<file path="src/rtl/text_line_renderer_pkg.sv">
// Shared constants and the glyph table behind tcgrom for the text line renderer.
package text_line_renderer_pkg;

  localparam int unsigned GlyphW    = 8;
  localparam int unsigned GlyphH    = 8;
  localparam int unsigned RomAw     = 9;
  localparam int unsigned RgbW      = 24;
  localparam int unsigned PipeDepth = 3;

  // Row 0 of each glyph sits in the most significant byte; bit 7 is the leftmost column.
  function automatic logic [7:0] glyph_row(input logic [5:0] code, input logic [2:0] row);
    logic [63:0] g;
    case (code)
      6'd0:    g = 64'h3C66_6E6E_6062_3C00; // @
      6'd1:    g = 64'h183C_667E_6666_6600; // A
      6'd2:    g = 64'h7C66_667C_6666_7C00; // B
      6'd3:    g = 64'h3C66_6060_6066_3C00; // C
      6'd4:    g = 64'h786C_6666_666C_7800; // D
      6'd5:    g = 64'h7E60_6078_6060_7E00; // E
      6'd6:    g = 64'h7E60_6078_6060_6000; // F
      6'd7:    g = 64'h3C66_606E_6666_3C00; // G
      6'd8:    g = 64'h6666_667E_6666_6600; // H
      6'd24:   g = 64'h6666_3C18_3C66_6600; // X
      default: g = 64'h0;
    endcase
    return g[8*(7-row) +: 8];
  endfunction

endpackage

</file>
<file path="src/rtl/tcgrom.sv">
// Character generator ROM: one glyph row per address {code, row}, registered read.
module tcgrom
  import text_line_renderer_pkg::*;
#(
  parameter int unsigned AW = RomAw
) (
  input  logic          clk,
  input  logic [AW-1:0] addr,
  output logic [7:0]    data
);

  always_ff @(posedge clk) begin
    data <= glyph_row(6'(addr[AW-1:3]), addr[2:0]);
  end

endmodule

</file>
<file path="src/rtl/text_cursor_blink.sv">
// Cursor blink phase: toggles once every 2**BLINK_DIV frame_start pulses, 0 after reset.
module text_cursor_blink #(
  parameter int unsigned BLINK_DIV = 5
) (
  input  logic clk,
  input  logic rst_n,
  input  logic frame_start,
  output logic phase
);

  logic [BLINK_DIV-1:0] cnt_q, cnt_d;
  logic                 phase_q, phase_d;

  always_comb begin
    cnt_d   = cnt_q;
    phase_d = phase_q;
    if (frame_start) begin
      cnt_d = cnt_q + 1'b1;
      if (&cnt_q) phase_d = ~phase_q;
    end
  end

  always_ff @(posedge clk or negedge rst_n) begin
    if (!rst_n) begin
      cnt_q   <= '0;
      phase_q <= 1'b0;
    end else begin
      cnt_q   <= cnt_d;
      phase_q <= phase_d;
    end
  end

  assign phase = phase_q;

endmodule

</file>
<file path="src/rtl/text_line_renderer.sv">
// Draws a line of up to MAX_CHARS scaled 8x8 glyphs over the VGA stream, 3-cycle pipeline.
// Optional blinking inverted cursor cell when the CURSOR_EN macro is defined.
module text_line_renderer
  import text_line_renderer_pkg::*;
#(
  parameter int unsigned MAX_CHARS = 16,
  parameter int unsigned CODE_W    = 6,
  parameter int unsigned BLINK_DIV = 5,
  localparam int unsigned SW       = $clog2(MAX_CHARS)
) (
  input  logic              clk,
  input  logic              rst_n,
  input  logic              enable,
  input  logic              wr_en,
  input  logic [SW-1:0]     wr_addr,
  input  logic [CODE_W-1:0] wr_code,
  input  logic [SW:0]       str_len,
  input  logic [10:0]       vga_x,
  input  logic [9:0]        vga_y,
  input  logic              vga_valid,
  input  logic [10:0]       top_left_x,
  input  logic [9:0]        top_left_y,
  input  logic [1:0]        scale_x_sh,
  input  logic [1:0]        scale_y_sh,
  input  logic [RgbW-1:0]   fg_rgb,
  input  logic [SW-1:0]     cursor_pos,
  input  logic              frame_start,
  output logic [7:0]        r,
  output logic [7:0]        g,
  output logic [7:0]        b,
  output logic              pix_valid,
  output logic              pix_hit
);

  // S0 address generation
  logic signed [11:0] dx;
  logic signed [10:0] dy;
  logic [10:0]        dx_u, sx_px;
  logic [9:0]         dy_u, sy_px;
  logic [SW:0]        len_c;
  logic [31:0]        line_w, glyph_h;
  logic [SW-1:0]      slot;
  logic               in_bounds;

  always_comb begin
    dx        = $signed({1'b0, vga_x}) - $signed({1'b0, top_left_x});
    dy        = $signed({1'b0, vga_y}) - $signed({1'b0, top_left_y});
    dx_u      = dx[10:0];
    dy_u      = dy[9:0];
    sx_px     = dx_u >> scale_x_sh;
    sy_px     = dy_u >> scale_y_sh;
    slot      = sx_px[SW+2:3];
    len_c     = (str_len > (SW+1)'(MAX_CHARS)) ? (SW+1)'(MAX_CHARS) : str_len;
    line_w    = 32'(len_c) << (3 + scale_x_sh);
    glyph_h   = 32'(GlyphH) << scale_y_sh;
    // Signed differences keep glyphs from wrapping around the screen edges.
    in_bounds = !dx[11] && !dy[10] && (32'(dx_u) < line_w) && (32'(dy_u) < glyph_h);
  end

  logic unused_bits;
  assign unused_bits = ^{sx_px[10:SW+3], sy_px[9:3]};

  logic cur_hit;
`ifdef CURSOR_EN
  logic phase;

  text_cursor_blink #(
    .BLINK_DIV(BLINK_DIV)
  ) u_blink (
    .clk        (clk),
    .rst_n      (rst_n),
    .frame_start(frame_start),
    .phase      (phase)
  );

  assign cur_hit = phase && (slot == cursor_pos) && ({1'b0, cursor_pos} < len_c);
`else
  logic unused_cursor;
  assign cur_hit       = 1'b0;
  assign unused_cursor = ^{cursor_pos, frame_start};
`endif

  // String buffer, not reset; read-first so a same-edge write is seen one pixel later.
  logic [CODE_W-1:0] str_mem [MAX_CHARS];

  always_ff @(posedge clk) begin
    if (wr_en) str_mem[wr_addr] <= wr_code;
  end

  logic [CODE_W-1:0] code_q;
  logic [2:0]        row_q, col_q, col1_q;
  logic              inb_q, inb1_q, vld_q, vld1_q, en_q, en1_q, cur_q, cur1_q;
  logic [RgbW-1:0]   fg_q, fg1_q;

  always_ff @(posedge clk or negedge rst_n) begin
    if (!rst_n) begin
      code_q <= '0;
      row_q  <= '0;
      col_q  <= '0;
      inb_q  <= 1'b0;
      vld_q  <= 1'b0;
      en_q   <= 1'b0;
      cur_q  <= 1'b0;
      fg_q   <= '0;
      col1_q <= '0;
      inb1_q <= 1'b0;
      vld1_q <= 1'b0;
      en1_q  <= 1'b0;
      cur1_q <= 1'b0;
      fg1_q  <= '0;
    end else begin
      code_q <= str_mem[slot];
      row_q  <= sy_px[2:0];
      col_q  <= sx_px[2:0];
      inb_q  <= in_bounds;
      vld_q  <= vga_valid;
      en_q   <= enable;
      cur_q  <= cur_hit;
      fg_q   <= fg_rgb;
      col1_q <= col_q;
      inb1_q <= inb_q;
      vld1_q <= vld_q;
      en1_q  <= en_q;
      cur1_q <= cur_q;
      fg1_q  <= fg_q;
    end
  end

  // S1 glyph row fetch
  logic [7:0] rom_data;

  tcgrom #(
    .AW(CODE_W + 3)
  ) u_rom (
    .clk (clk),
    .addr({code_q, row_q}),
    .data(rom_data)
  );

  // S2 pixel select and colour
  logic            pix_bit, hit;
  logic [RgbW-1:0] rgb_d;

  always_comb begin
    pix_bit = rom_data[3'd7 - col1_q] ^ cur1_q;
    hit     = inb1_q & vld1_q & pix_bit;
    rgb_d   = (hit && en1_q) ? fg1_q : '0;
  end

  always_ff @(posedge clk or negedge rst_n) begin
    if (!rst_n) begin
      r         <= '0;
      g         <= '0;
      b         <= '0;
      pix_valid <= 1'b0;
      pix_hit   <= 1'b0;
    end else begin
      r         <= rgb_d[23:16];
      g         <= rgb_d[15:8];
      b         <= rgb_d[7:0];
      pix_valid <= vld1_q;
      pix_hit   <= hit;
    end
  end

endmodule

</file>
<file path="config.mk">
export PLATFORM = sky130hd
export DESIGN_NAME = text_line_renderer
export DESIGN_NICKNAME = d
export VERILOG_FILES = /design/src/rtl/text_line_renderer_pkg.sv /design/src/rtl/tcgrom.sv /design/src/rtl/text_cursor_blink.sv /design/src/rtl/text_line_renderer.sv
export SDC_FILE = /design/constraint.sdc
export NUM_CORES = 1
export LEC_CHECK = 0
export BUFFER_PORTS_ARGS = -buffer_cell sky130_fd_sc_hd__buf_2
export CORE_MARGIN = 2
export CORE_UTILIZATION = 40
export DETAILED_ROUTE_END_ITERATION = 6
export PLACE_DENSITY_LB_ADDON = 0.05
export SETUP_SLACK_MARGIN = 0.3
export SLEW_MARGIN = 20
export SYNTH_ARGS = -nofsm -noshare
export SYNTH_HDL_FRONTEND = slang
export SYNTH_SLANG_ARGS = --single-unit
</file>
<file path="constraint.sdc">
create_clock -name clk -period 1.9 [get_ports clk]
set_clock_uncertainty 0.15 [all_clocks]
set_input_delay 0.38 -clock clk [delete_from_list [all_inputs] [get_ports clk]]
set_output_delay 0.38 -clock clk [all_outputs]
set_load 0.03 [all_outputs]
</file>
# Word level (Yosys, flattened, before mapping)
# Memories as Yosys holds them, arrays and structs flattened. A register that Yosys moved wholly into a read port is not among the register bits.
# Index checks and enable logic that the tools add are counted.
# W data, S select, Z words.
[classes]
addsub = 5
multipliers = 0
div_mod_pow = 0
n_lt_le_gt_ge = 4
n_eq_ne = 0
n_shift = 5
n_mux = 7
bitwise = 2
n_reduce_logical = 7
[ops]
columns = ["cell", "n"]
rows = [
  ["$mux W64", 1],
  ["$shiftx A64 B33 Y8", 1],
  ["$lt A10 B32 Y1", 1],
  ["$lt A11 B32 Y1", 1],
  ["$shl A4 B2 Y32 const A", 1],
  ["$shl A5 B3 Y32", 1],
  ["$mux W24", 1],
  ["$sub A11 B11 Y12", 1],
  ["$shr A11 B2 Y7", 1],
  ["$sub A10 B10 Y11", 1],
  ["$shr A10 B2 Y3", 1],
  ["$gt A5 B5 Y1 const B", 1],
  ["$mux W5", 1],
  ["$logic_and A1 B1 Y1", 4],
  ["$lt A3 B4 Y1 const B", 1],
  ["$sub A3 B3 Y4 const A", 1],
  ["$add A2 B2 Y3 const A", 1],
  ["$bmux W1 S3", 1],
  ["$logic_not A1 Y1", 3],
  ["$mux W1", 3],
  ["$sub A3 B3 Y3 const A", 1],
  ["$and A1 B1 Y1", 2],
]
[totals]
ff_bits = 97
latchBits = 0
mem_bits_rw = 96
rom_bits = 1312
word_cells = 49
memories = 2
[mem_list]
columns = ["memory", "words", "width", "rd", "rd_ports_with_merged_regs", "write_ports", "line_no", "text"]
rows = [
  ["(no name shown)", 32, 41, 1, 0, 0, "text_line_renderer_pkg.sv:13", "case (code)"],
  ["str_mem", 16, 6, 1, 1, 1, "text_line_renderer.sv:84", "logic [CODE_W-1:0] str_mem [MAX_CHARS];"],
]

# Depth between registers and ports, before layout
# Gate-level depths: netlist (run 1).
[logic_depth]
word_depth = 6
depth_mapped = 18

# Cells and area by module
# A second synthesis (run 1) with hierarchy kept.
[unflattened]
hier_cells = 738
hier_area_um2 = 9240.1
[by_module_without_submodules]
columns = ["mod", "n_inst", "cells_each", "area_each_um2", "seq_area_each_um2"]
rows = [
  ["text_line_renderer", 1, 611, 8381.8, 5260.0],
  ["tcgrom", 1, 127, 858.3, 120.1],
]

# Worst setup path before layout (run 1)
# No wires, ideal clock.
[synth_timing]
path_kind = "input to register"
start = "in scale_x_sh[0]"
end = "reg inb_q"
setup_ns = 0.086
t_arrival_ns = 3.125
slack_ns = -1.461
path_stages = 17
cell_sequence = "clkbuf_1 > inv_1 > clkbuf_1 > ha_1 > clkbuf_1 > nor2_1 > nand2_1 > a21oi_1 > a31oi_1 > mux2_2 > ha_1 > o21a_1 > o21ai_0 > a21oi_1 > o221ai_1 > o2111ai_1 > nor3_1"
[synth_between]
elab_chain_len = 5
[synth_lines]
columns = ["item", "line_no", "text"]
rows = [
  ["start, declared", "text_line_renderer.sv:23", "input logic [1:0] scale_x_sh,"],
  ["$add A2 B2 Y3", "text_line_renderer.sv:54", "line_w = 32'(len_c) << (3 + scale_x_sh);"],
  ["$shl A5 B3 Y32", "text_line_renderer.sv:54", ""],
  ["$lt A11 B32 Y1", "text_line_renderer.sv:57", "in_bounds = !dx[11] && !dy[10] && (32'(dx_u) < line_w) && (32'(dy_u) < glyph_h);"],
  ["$logic_and A1 B1 Y1 (2 in series)", "text_line_renderer.sv:57", ""],
  ["via in_bounds", "text_line_renderer.sv:43", "logic in_bounds;"],
  ["end signal, assigned", "text_line_renderer.sv:115", "inb_q <= in_bounds;"],
  ["end, declared", "text_line_renderer.sv:92", "logic inb_q, inb1_q, vld_q, vld1_q, en_q, en1_q, cur_q, cur1_q;"],
]
# The timed path passes the listed nets, and every way through them passes these cells.

# Worst setup path after layout (run 1)
[layout_timing]
start = "in vga_x[5]"
end = "reg inb_q"
[layout_between]
elab_chain_len = 5
[layout_lines]
columns = ["item", "line_no", "text"]
rows = [
  ["start, declared", "text_line_renderer.sv:18", "input logic [10:0] vga_x,"],
  ["$sub A11 B11 Y12 (*)", "text_line_renderer.sv:46", "dx = $signed({1'b0, vga_x}) - $signed({1'b0, top_left_x});"],
  ["parallel branches: the longest is 2 deep, another holds $lt A11 B32 Y1", "n/a", ""],
  ["$logic_and A1 B1 Y1 (*) (2 in series)", "text_line_renderer.sv:57", ""],
  ["via in_bounds", "text_line_renderer.sv:43", ""],
]
# Mark *: on every way through the listed nets, which the timed path passes.

==> metrics list, run 1 <==
* Weighted congestion reported at the end of routability-driven placement: 0.7949
* Fraction of layout cells with a size suffix above 1: 43.24%
- CTS Buf Count: 17
* Number of sinks handled by clock tree synthesis: 197
* Sequential share of the synthesized area: 58.22%
* Area taken by multi-input logic gates: 4280 um^2
* Routed length per placed instance: 16.52 um
- Once the floorplan was initialized, standard cells occupied 40.82% of the core.
- Input/output buffers: 115
- Count of fill cells added during filler insertion: 1849
- Across the run, the number of max-cap violations was 0.
- The worst register-to-register path ends at u_rom.data[6].
* Vias per cell: 5.130
- Total power divided by cell area: 952.2 nW/um^2
* Dominant synthesized flop cell: edfxtp_1
- Final Hold Fails: 0
- Yosys mapped a number of flops with a built-in enable equal to 96.
* Worst endpoint required time: 2.10 ns
- Dominant cells by area after synthesis: edfxtp_1 (31%), dfrtp_1 (26%), mux2i_1 (6.2%)
- Measured against its own limit, the worst slew margin works out to 52.68%.
- Clock-pin slew of the registers on the worst-case setup and hold paths: 0.07 ns
- Worst Min Path Start: scale_y_sh[1]
- In the routed design, unresolved DRC markers number 0.
- Max FO, Critical Path: 5
- For this run, the number of Yosys warnings is 0.
- In this run the standard cell core region covers 22640 um^2.
* Count of standard-cell rows: 55
- Clock tree from TritonCTS: built
- After the last flow step, the layout net total stands at 1162.
* Global-route congestion overflow total: 0
- Before antenna repair, the detailed router went through 5 iterations.
- Upper clock frequency limit: 0.3547 GHz
- The floorplan step defined a die boundary enclosing 24340 um^2.
- Ys async rst share: 48.22%
- Worst slew pin tran: 0.7098 ns
- Final core utilization: 57.42%
- Clock latency on the worst-skew pair, taken at its later pin, is 0.43 ns.
- The number of antenna violations at the first check in global routing is 0.
- Post-route non-filler standard cell count: 1321
- The first global-routing pass estimated 35770 um of wire.
- Post-Synthesis Cells: 752
- Clk root buf: clkbuf_16
- Routed Antenna Nets: 0
* Largest net degree at the start of global routing: 35
- Sequential cell area in the final layout: 5384 um^2
* Final wirelength: 21820 um
* Crit path from: vga_x[5]
* Non-Filler Cell Area, Final: 13000 um^2
- Setup repair after global routing missed its margin: true
- Summed over its instances, the top area cell type makes up 31.19% of the synthesized netlist area.
- The area growth from synthesis to layout is 40.67%.
- Post-synthesis instance area: 9241 um^2
- Routed via count: 6777
- Kind of start point of the critical path: input pin
- Part of the cycle the worst path needs: 148.4%
- Setup violations remaining at the end of the flow were counted as 10.
- 121 I/O pins were placed.
- In this run the vertical extent of the chip is 156 um.
- Vias in the first global route: 7035
* Max Slew Vio Count: 0
- Longest Clk Path Bufs: 2
- Classification of the worst setup path: input pin to register
* Total placed cells including tap cells: 1238
- Outcome: complete, but fails checks
- Avg Cell Area, Syn: 12.29 um^2
* Number of nets produced by synthesis: 891
- The worst-case IR drop observed on VDD is 587.1 uV.
- Instance area at placement: 11190 um^2
- Highest cell delay on the worst timing path: 0.34 ns
* Register bit total from synthesis: 197
- Initial DRC Count: 275
- Largest area contributor in the synthesized netlist: edfxtp_1
- The synthesized netlist contains 73 unique library cells.
- In the post-route analysis, the smallest setup slack over all paths is -0.9191 ns.
* P_leak: 0.005666 uW
- The worst setup path is captured at a register.
- The signal on the critical path passes through buf_2 > ha_1 > nand2_1 > o21ai_1 > a41o_1 > o21a_1 > o21a_1 > nor2_2 > xnor2_1 > ha_1 > a21o_1 > a21oi_2 > o221ai_2 > a21oi_1 > o2111ai_1 > nor3_1.
* Chip Width: 156 um
* Fin crit period: 2.819 ns
- Measured in cells, the most critical reg-to-reg path has a length of 10.
- In the final timing run, aggregate negative setup slack is -6.476 ns.
- Reg-to-reg startpoint: code_q[0]
- WP data arrival: 3.02 ns
- Tightest Hold Check Type: input pin to register
- Worst-case register-to-register setup slack: 0.05 ns
* Aggregate global-route resource usage: 18.75%
- Worst Setup EP: inb_q
- Standard cell with the maximum stage delay on the critical path: ha_1
- The final reports fail on setup timing.
- Detailed placement ended at an HPWL of 15090 um.
- The H-tree was split into 4 levels.
- The number of antenna diodes in the final layout is 0.
-- synthesized netlist by cell type, types with 3 or more instances --
master,number
a211oi_1,6
a21boi_0,3
a21o_1,3
a21oi_1,41
a31oi_1,10
and3_1,25
buf_6,3
clkbuf_1,25
dfrtp_1,95
dfxtp_1,6
edfxtp_1,96
ha_1,42
inv_1,45
mux2_1,9
mux2_2,19
mux2i_1,57
nand2_1,38
nand2b_1,11
nand3_1,6
nand3b_1,4
nor2_1,53
nor2b_1,7
nor3_1,10
nor3b_1,3
o211ai_1,4
o21a_1,10
o21ai_0,25
o21ai_1,6
o221ai_1,3
o22ai_1,14
o31ai_1,4
or2_1,6
xnor2_1,8
xor2_1,4
-- worst max-delay path, delay by kind of cell --
kind / cells / cell delay, ns
fa+ha+maj: 2 / 0.65
buf+inv: 1 / 0.10
xor+xnor: 1 / 0.09
compound gates: 9 / 1.40
simple gates: 3 / 0.39
-- cells in the final DEF, fill, tap and decap left out, types with 7 or more instances in the layout --
cell,count
buf_4,113
buf_2,110
edfxtp_1,96
dfrtp_1,92
mux2i_1,54
nor2_1,41
nand2_1,32
inv_1,31
ha_1,30
a21oi_1,28
dlygate4sd3_1,27
buf_6,19
mux2_4,17
clkbuf_16,17
o21ai_0,15
a21oi_2,13
and3_4,13
and3_1,12
ha_4,12
inv_2,10
nand2b_1,10
o21a_1,10
nor3_1,9
buf_12,9
o21ai_2,8
o21ai_1,8
o22ai_2,8
nor2_2,7
-- area by class of cell --
| type | count | area share, % |
|---|---|---|
| Inverter | 45 | 1.550 |
| Clock buffer | 17 | 3.272 |
| Multi-Input combinational cell | 477 | 32.93 |
| Clock inverter | 15 | 1.030 |
| Sequential cell | 197 | 41.41 |
| Tap cell | 285 | 2.743 |
| Timing Repair Buffer | 285 | 17.06 |
-- logic make-up (layout without fill, tap and decap cells) --
kind of cell | after synthesis | in the layout | share of synthesized area (%)
flip-flops | 197 | 197 | 58.22
AND/OR/NAND/NOR | 179 | 179 | 9.830
AO/OA/AOI/OAI | 155 | 156 | 11.08
multiplexers | 86 | 86 | 9.830
buffers and inverters | 79 | 362 | 3.791
adder cells (fa/ha/maj) | 44 | 44 | 6.120
XOR/XNOR | 12 | 12 | 1.137
-- sequential cells by signal (all words and copies together) (netlist names) --
signal	flops
g	8
b	8
en_q	1
col1_q	3
vld1_q	1
str_mem	96
col_q	3
fg1_q	24
u_rom.data	6
r	8
pix_valid	1
row_q	3
vld_q	1
pix_hit	1
fg_q	24
inb1_q	1
en1_q	1
inb_q	1
code_q	6
-- per-layer routing --
layer | vias up | wire [um] | track usage, %
met5 | - | 0 | 0
met1 | 3312 | 9637 | 23.88
li1 | 3290 | - | -
met4 | 0 | 395 | 5.548
met3 | 25 | 792 | 3.306
met2 | 150 | 11000 | 32.76
-- repair_timing --
item                                   in CTS  in global routing
pin swaps                                  64                 51
hold buffers                               27                  0
buffers inserted                           14                  5
cloned                                      5                  0
resized for setup                         104                 65
endpoints found under the hold margin      50                  0
setup endpoints to repair                  18                 43
-- where the power goes --
group / switching [uW] / total (uW) / internal [uW]
clock: 1680 / 3410 / 1740
sequential: 192 / 4910 / 4710
combinational: 2000 / 4060 / 2060
total: 3870 / 12400 / 8510
-- worst min-delay path by stage --
| stage | to | slack, ns | depth (start not counted) |
|---|---|---|---|
| after global placement | fg_q[0] | 0.15 | 1 |
| after CTS | row_q[2] | 0.14 | 3 |
| after detailed placement | fg1_q[0] | 0.16 | 1 |
| after global routing | row_q[2] | 0.15 | 3 |
| after floorplan | b[0] | -0.07 | 0 |
| final | row_q[2] | 0.15 | 3 |
-- stage by stage --
stage | total power (uW) | worst slack [ns] | hold slack, ns
after floorplan | 6853 | -1.095 | -0.06559
after global placement | 7927 | -1.374 | 0.1510
after detailed placement | 7981 | -1.452 | 0.1602
after CTS | 12160 | -0.9264 | 0.1382
after global routing | 13030 | -1.053 | 0.1509
final | 12380 | -0.9191 | 0.1453
Note: power is estimated with default switching activity, not from simulation.
==> inputs of run 2 (changes only) <==
--- a/config.mk
+++ b/config.mk
@@ -5,6 +5,7 @@
 export SDC_FILE = /design/constraint.sdc
 export NUM_CORES = 1
 export LEC_CHECK = 0
+export ABC_AREA = 1
 export BUFFER_PORTS_ARGS = -buffer_cell sky130_fd_sc_hd__buf_2
 export CORE_MARGIN = 2
 export CORE_UTILIZATION = 40
==> metrics list, run 2 <==
- Outcome: complete, but fails checks
* Failing checks: setup timing
* VDD IR-drop max: 614.8 uV
- Avg Cell Area, Syn: 9.466 um^2
- Of the synthesized area, sequential elements account for 56.78%.
- Detailed-placement wirelength estimate: 16150 um
- During synthesis, Yosys emitted a total of 0 warnings.
* Fin crit period: 2.213 ns
* Tightest Hold Check Type: input pin to register
- Most frequent cell on the critical path: nor2_1
- The signal on the critical path passes through buf_8 > inv_12 > ha_4 > inv_4 > fa_2 > nand3_4 > nand2_2 > nand4_1 > nand2_1 > nand2_2 > a21oi_2 > nor2_1 > xnor2_1 > ha_1 > nand2_1 > nor2_1 > a21oi_1 > nand3b_1 > nor2_1.
- For the pin with the worst max-slew slack, the measured transition is 0.3939 ns.
- Leaving out fill and tap cells, the most frequent cell in the layout is nand2_1.
* Number of nets produced by synthesis: 1140
- The root buffer cell chosen for the clock tree is clkbuf_16.
- Counting every sink on the clock net gives 197.
- Weighted congestion reported at the end of routability-driven placement: 0.8393
- For this block, the routed nets add up to 24730 um of wire.
- Total power divided by cell area: 901.3 nW/um^2
- Counting along the longest clock path gives a buffer depth of 2.
* Wire length of the first global-routing pass: 36720 um
- Classification of the worst setup path: input pin to register
- Routed length per placed instance: 15.30 um
- Post-layout total power: 12600 uW
- Clock share of power: 28.6%
* Post-Synthesis Cells: 1001
* Number of diodes added for antenna fixing: 0
* Starting density of the core: 40.61%
- Setup-violating endpoint count in the final report: 7
- Yosys mapped the design onto 46 distinct sky130hd cell types.
- Global routing consumed, over all layers together, 18.86% of the routing resources.
* Routed Antenna Nets: 0
* Sw power: 4238 uW
- Kind of start point of the critical path: input pin
- In the post-synthesis netlist, the biggest area contributors are edfxtp_1 (30%), dfrtp_1 (25%), nand3_1 (8.8%).
- Register bit total from synthesis: 197
* Remaining routing DRC violations: 0
- Count of fill cells added during filler insertion: 1971
- Input/output buffers: 115
* Die outline area: 24940 um^2
- The via count of the first global-routing pass was 7468.
- WP data arrival: 2.44 ns
- Total I/O pin count: 121
* Final Hold Fails: 0
* Largest net degree at the start of global routing: 31
- Clock network latency to the later pin of the worst-skew pair: 0.44 ns
* Switching share of total power: 33.64%
* Max FFs per register: 96
* Initial DRC Count: 384
* Synth-to-layout area growth: 47.52%
- Summing over every cut layer, the via total after detailed routing is 7885.
- Summed over all cells, the static leakage comes to 0.006371 uW.
- Clock-pin slew of the registers on the worst-case setup and hold paths: 0.08 ns
- After detailed routing, the number of vias per cell comes to 4.876.
* CTS Buf Count: 17
- Register with the most flip-flops: str_mem
- Drt pass-1 iters: 5
- Summed over all layers, the global routing overflow is 0.
- Critical Path Sink Type: register
- Max FO, Critical Path: 3
- The internal power of the cells totals 8360 uW.
- On the worst path, the slowest cell contributes a delay of 0.38 ns.
- In the final layout, the registers with the most flip-flops are str_mem: 96 flops, fg1_q: 24 flops, fg_q: 24 flops.
- The cell area that synthesis handed to floorplanning was 9475 um^2.
- Post-synth EDFFs: 96
* Part of the cycle the worst path needs: 116.5%
* Standard cell with the maximum stage delay on the critical path: fa_2
- Upper clock frequency limit: 0.4519 GHz
- The tool flagged a number of max-cap violations equal to 0.
- The H-tree was split into 4 levels.
- Initial antenna violation count: 0
- Setup repair after global routing missed its margin: true
* Ys async rst share: 48.22%
- Largest area contributor in the synthesized netlist: edfxtp_1
- The commonest cells after synthesis are nand2_1 (206), nand3_1 (167), inv_1 (113).
- Chip Width: 157.9 um
* Sequential cell area in the final layout: 5381 um^2
* Worst endpoint required time: 2.13 ns
- Among all flip-flop cells after synthesis, the most frequent one is edfxtp_1.
- For this run, the post-layout net count is 1424.
- Leading cell types in the layout, fill and taps excluded: nand2_1 (174), buf_4 (123), buf_2 (112)
* Share of total power in combinational logic: 32.9%
- The number of max-slew violations in the final report is 0.
- Die Span Y: 157.9 um
- For flop-to-flop paths, the worst setup slack is 0.03 ns.
- Sequential fraction of design power: 38.5%
- Count of standard-cell rows: 56
- TritonCTS built the clock tree.
- Relative max-transition margin: 73.54%
- In the post-route analysis, the smallest setup slack over all paths is -0.3130 ns.
* Floorplan core area: 23330 um^2
* Area taken by multi-input logic gates: 4681 um^2
- Top cell type's share of synthesized area: 30.42%
- Hold is met by 0.1413 ns.
- Of the cells placed in the final design, the portion with a size suffix greater than 1 is 41.45%.
* Most frequent cell after synthesis: nand2_1
-- run 2: cell types whose count changed after synthesis, sizes merged, moves of 28 or more --
cell,delta
nand2,+181
nand3,+170
inv,+71
nor2,+32
mux2i,-57
mux2,-28
-- run 2: stage by stage --
step	utilization (%)	worst slack (ns)	cell area, um^2	cells	setup TNS (ns)
floorplan	-	-0.5959	9691	1001	-2.972
global placement	49.29	-0.8639	11500	1530	-6.707
detailed placement	49.29	-0.8771	11500	1530	-6.845
CTS	54.96	-0.3087	12820	1596	-1.711
global route	59.91	-0.4453	13980	1617	-2.999
finish	59.91	-0.3130	13980	1617	-2.032
-- run 2: path summary, 6_finish.rpt --
check	start	endpoint	cells past startpoint
max	vga_x[0]	inb_q	19
min	scale_y_sh[1]	row_q[2]	3
max reg2reg	code_q[0]	u_rom.data[6]	12
min reg2reg	fg_q[19]	fg1_q[19]	0
max in group asynchronous	rst_n	fg1_q[2]	3
min in group asynchronous	rst_n	fg1_q[18]	2
-- run 2: logic make-up (layout without fill, tap and decap cells) --
logic type | after synthesis | after routing | synth area share, %
buf+inv | 152 | 449 | 6.655
simple gates | 495 | 495 | 23.29
fa+ha+maj | 44 | 44 | 5.969
compound gates | 103 | 103 | 6.299
flops | 197 | 197 | 56.78
xor+xnor | 10 | 10 | 1.004
-- run 2: per-layer routing --
layer  track usage (%)  share of wire [%]  routed length [um]
met2             30.89                 49               12200
met1             25.78                 45               11180
met4             4.545               0.78                 194
met5                 0                  0                   0
met3             3.860                4.7                1152
-- run 2: repair_timing --
action / in CTS / in global routing
pin swaps: 33 / 63
endpoints found under the hold margin: 121 / 0
gates cloned: 1 / 11
buffers inserted: 6 / 10
resized for setup: 105 / 175
setup endpoints to repair: 41 / 43
hold buffers: 27 / 0
-- run 2: power by group through the flow --
stage	combinational [uW]	sequential (uW)	clock [uW]
global placement	3040	4910	0
CTS	3470	4840	3670
detailed placement	3030	4910	0
finish	4150	4850	3600
global route	4530	4880	3840
floorplan	1860	4880	0
-- run 2: area by class of cell --
class	instances	share of cell area, %
repair buffers	298	17.31
clock buffers	17	3.043
clock inverters	15	1.262
inverters	119	3.545
flip-flops and latches	197	38.50
well taps	319	2.855
multi-input cells	652	33.49
-- run 2: critical path: cells and delay by family --
kind / cells / cell delay (ns)
AOI/OAI and AO/OA: 2 / 0.16
adders and majority gates: 3 / 0.75
and+or+nand+nor: 10 / 0.82
xor gates and xnor gates: 1 / 0.13
buffers and inverters: 3 / 0.18
==> inputs of run 3 (changes only) <==
--- a/config.mk
+++ b/config.mk
@@ -10,7 +10,7 @@
 export CORE_MARGIN = 2
 export CORE_UTILIZATION = 40
 export DETAILED_ROUTE_END_ITERATION = 6
-export PLACE_DENSITY_LB_ADDON = 0.05
+export PLACE_DENSITY = 0.58
 export SETUP_SLACK_MARGIN = 0.3
 export SLEW_MARGIN = 20
 export SYNTH_ARGS = -nofsm -noshare
==> metrics list, run 3 (same netlist as run 2, synthesis figures left out) <==
- The placed instances occupy a cell area of 11430 um^2.
- Input/output buffers: 115
- The post-route netlist has 43.25% of its cells at a drive strength greater than 1.
* Final core utilization: 60.03%
- The number of antenna violations at the first check in global routing came to 0.
* Drt pass-1 iters: 5
- After clock tree synthesis, the clock-pin slew on the worst setup and hold paths is 0.07 ns.
* Number of diodes added for antenna fixing: 0
- Total Nets Final: 1414
* Classification of the worst setup path: input pin to register
* Top delay family on crit path: simple AND/OR/NAND/NOR gates
- Relative max-transition margin: 68.70%
- Walking the worst path, the cells encountered are buf_8 > inv_12 > ha_4 > inv_4 > fa_2 > nand2_2 > nand2_1 > nand3_2 > nand2_2 > nand2_4 > nand2_4 > nand2_4 > nand3_4 > nand2_8 > nand3_2 > nand3_2 > nand2_2 > nand2_2 > nand2_2.
* Total power divided by cell area: 907.1 nW/um^2
- STA puts the critical path data arrival time at 2.50 ns.
* VDD IR-drop max: 580.6 uV
- The final layout contains routed wiring with a total length of 25660 um.
* Floorplan core area: 23330 um^2
* Kind of start point of the critical path: input pin
- The analysis attributes to cell leakage a power of 0.006336 uW.
- Failing checks: setup timing
- The area growth from synthesis to layout is 47.83%.
* Chip Width: 157.9 um
* Vias per cell: 5.024
- Setup-violating endpoint count in the final report: 7
- After legalization and detailed placement, the total HPWL measured 16060 um.
* Number of max-capacitance violations reported: 0
* Most frequent cell on the critical path: nand2_2
- Non-Filler Cell Area, Final: 14010 um^2
- Largest registers: str_mem: 96 flops, fg1_q: 24 flops, fg_q: 24 flops
- Number of sinks handled by clock tree synthesis: 197
- The largest individual stage delay along the critical path comes from the cell fa_2.
* Wire length of the first global-routing pass: 39370 um
* Register with the most flip-flops: str_mem
- Max Slew Vio Count: 0
- Worst endpoint required time: 2.07 ns
- Final Hold Fails: 0
- In this run the number of cells on the critical path is 19.
- Counting both buffers and inverters, the worst setup path holds a total of 3.
* Count of standard-cell rows: 56
* Die outline area: 24940 um^2
* H-tree depth reported by CTS: 4
* Tightest Hold Check Type: input pin to register
- Vias in the first global route: 7755
- In this run the worst path has a maximum fanout of 6.
- The clock passes through at most 2 buffers.
* Aggregate global-route resource usage: 20.30%
- For this run, design rule violations remaining after detail routing come to 0.
* Part of the cycle the worst path needs: 122.9%
* CTS Buf Count: 17
- The run finished, with violations left.
- STA classifies the critical path endpoint as a register.
- TritonCTS built the clock tree.
* Clk root buf: clkbuf_16
* Routed via count: 8073
* Worst slew pin tran: 0.4659 ns
* Number of cells traversed by the worst hold path: 3
* Weighted congestion reported at the end of routability-driven placement: 0.8654
- Die Span Y: 157.9 um
- The library cell used most frequently in the layout, excluding fill and tap cells, is nand2_1.
- In this run the count of I/O pins placed on the die edge is 121.
- Setup repair after global routing could not meet its margin everywhere.
- Post-layout total power: 12710 uW
- Worst path setup slack after routing: -0.4344 ns
- Starting density of the core: 40.61%
- Measured in cells, the most critical reg-to-reg path has a length of 13.
- Global-route congestion overflow total: 0
- Initial DRC Count: 725
* Max FFs per register: 96
- In the layout the commonest cells are nand2_1 (155), buf_4 (115), buf_2 (112).
* Routed length per placed instance: 15.97 um
* Largest net degree at the start of global routing: 44
- Fin crit period: 2.334 ns
- The later pin in the worst-skew pair is clocked with a latency of 0.43 ns.
- The count of nets left with antenna violations once routing finished came out at 0.
- Upper clock frequency limit: 0.4284 GHz
- Highest cell delay on the worst timing path: 0.36 ns
==> run 3: area by class of cell <==
| cell class | count | area, um^2 |
|---|---|---|
| timing repair buffer | 285 | 2283 |
| inverter | 119 | 493.0 |
| tap | 319 | 399.1 |
| multi-input combinational | 655 | 4852 |
| fill | 1903 | 9325 |
| clock buffer | 19 | 464.2 |
| sequential | 197 | 5381 |
| clock inverter | 13 | 133.9 |
==> run 3: where the power goes <==
group | switching (uW) | internal [uW] | total [uW]
sequential | 151 | 4710 | 4860
combinational | 2400 | 1820 | 4220
clock | 1670 | 1970 | 3630
==> run 3: layer usage <==
layer,global-route usage (%),up-vias,wire [um],share of wire (%)
met5,0,-,0,0
met4,5.541,0,464,1.8
met3,2.820,42,1414,5.5
met2,34.08,263,12770,50
met1,27.63,3852,11010,43
li1,-,3916,-,-
==> run 3: worst reg2reg max path, stage by stage (launching register included) <==
cell and delay, ns:
dfrtp_1 0.41, inv_2 0.09, ha_4 0.15, inv_4 0.04
nor2_4 0.13, nor2_4 0.06, inv_2 0.06, nand2_2 0.06
inv_2 0.07, nand2_4 0.06, buf_6 0.14, a21oi_4 0.14
a21oi_2 0.05, o22ai_1 0.19
==> run 3: what timing repair did <==
item | in CTS | in global routing
setup endpoints to repair | 43 | 43
pin swaps | 53 | 82
buffers inserted | 7 | 8
hold buffers | 27 | 0
gates resized for setup | 140 | 174
hold endpoints to repair | 77 | 0
gates cloned | 10 | 3
==> run 3: final timing paths <==
path	startpoint	endpoint	slack (ns)
min in group asynchronous	rst_n	pix_hit	0.23
min reg2reg	fg_q[22]	fg1_q[22]	0.20
max reg2reg	code_q[1]	u_rom.data[6]	0.03
max in group asynchronous	rst_n	fg1_q[0]	0.84
min	scale_y_sh[1]	row_q[2]	0.15
max	vga_x[0]	code_q[4]	-0.43
==> run 3: per-stage QoR <==
step	setup slack, ns	TNS [ns]	std cells	hold slack, ns
3_3_place_gp	-0.8404	-7.073	1520	0.1351
5_1_grt	-0.4866	-3.258	1607	0.1416
3_5_place_dp	-0.8771	-7.444	1520	0.1352
2_1_floorplan	-0.5959	-2.972	1001	-0.06559
4_1_cts	-0.3392	-1.883	1596	0.1181
6_report	-0.4344	-2.696	1607	0.1471
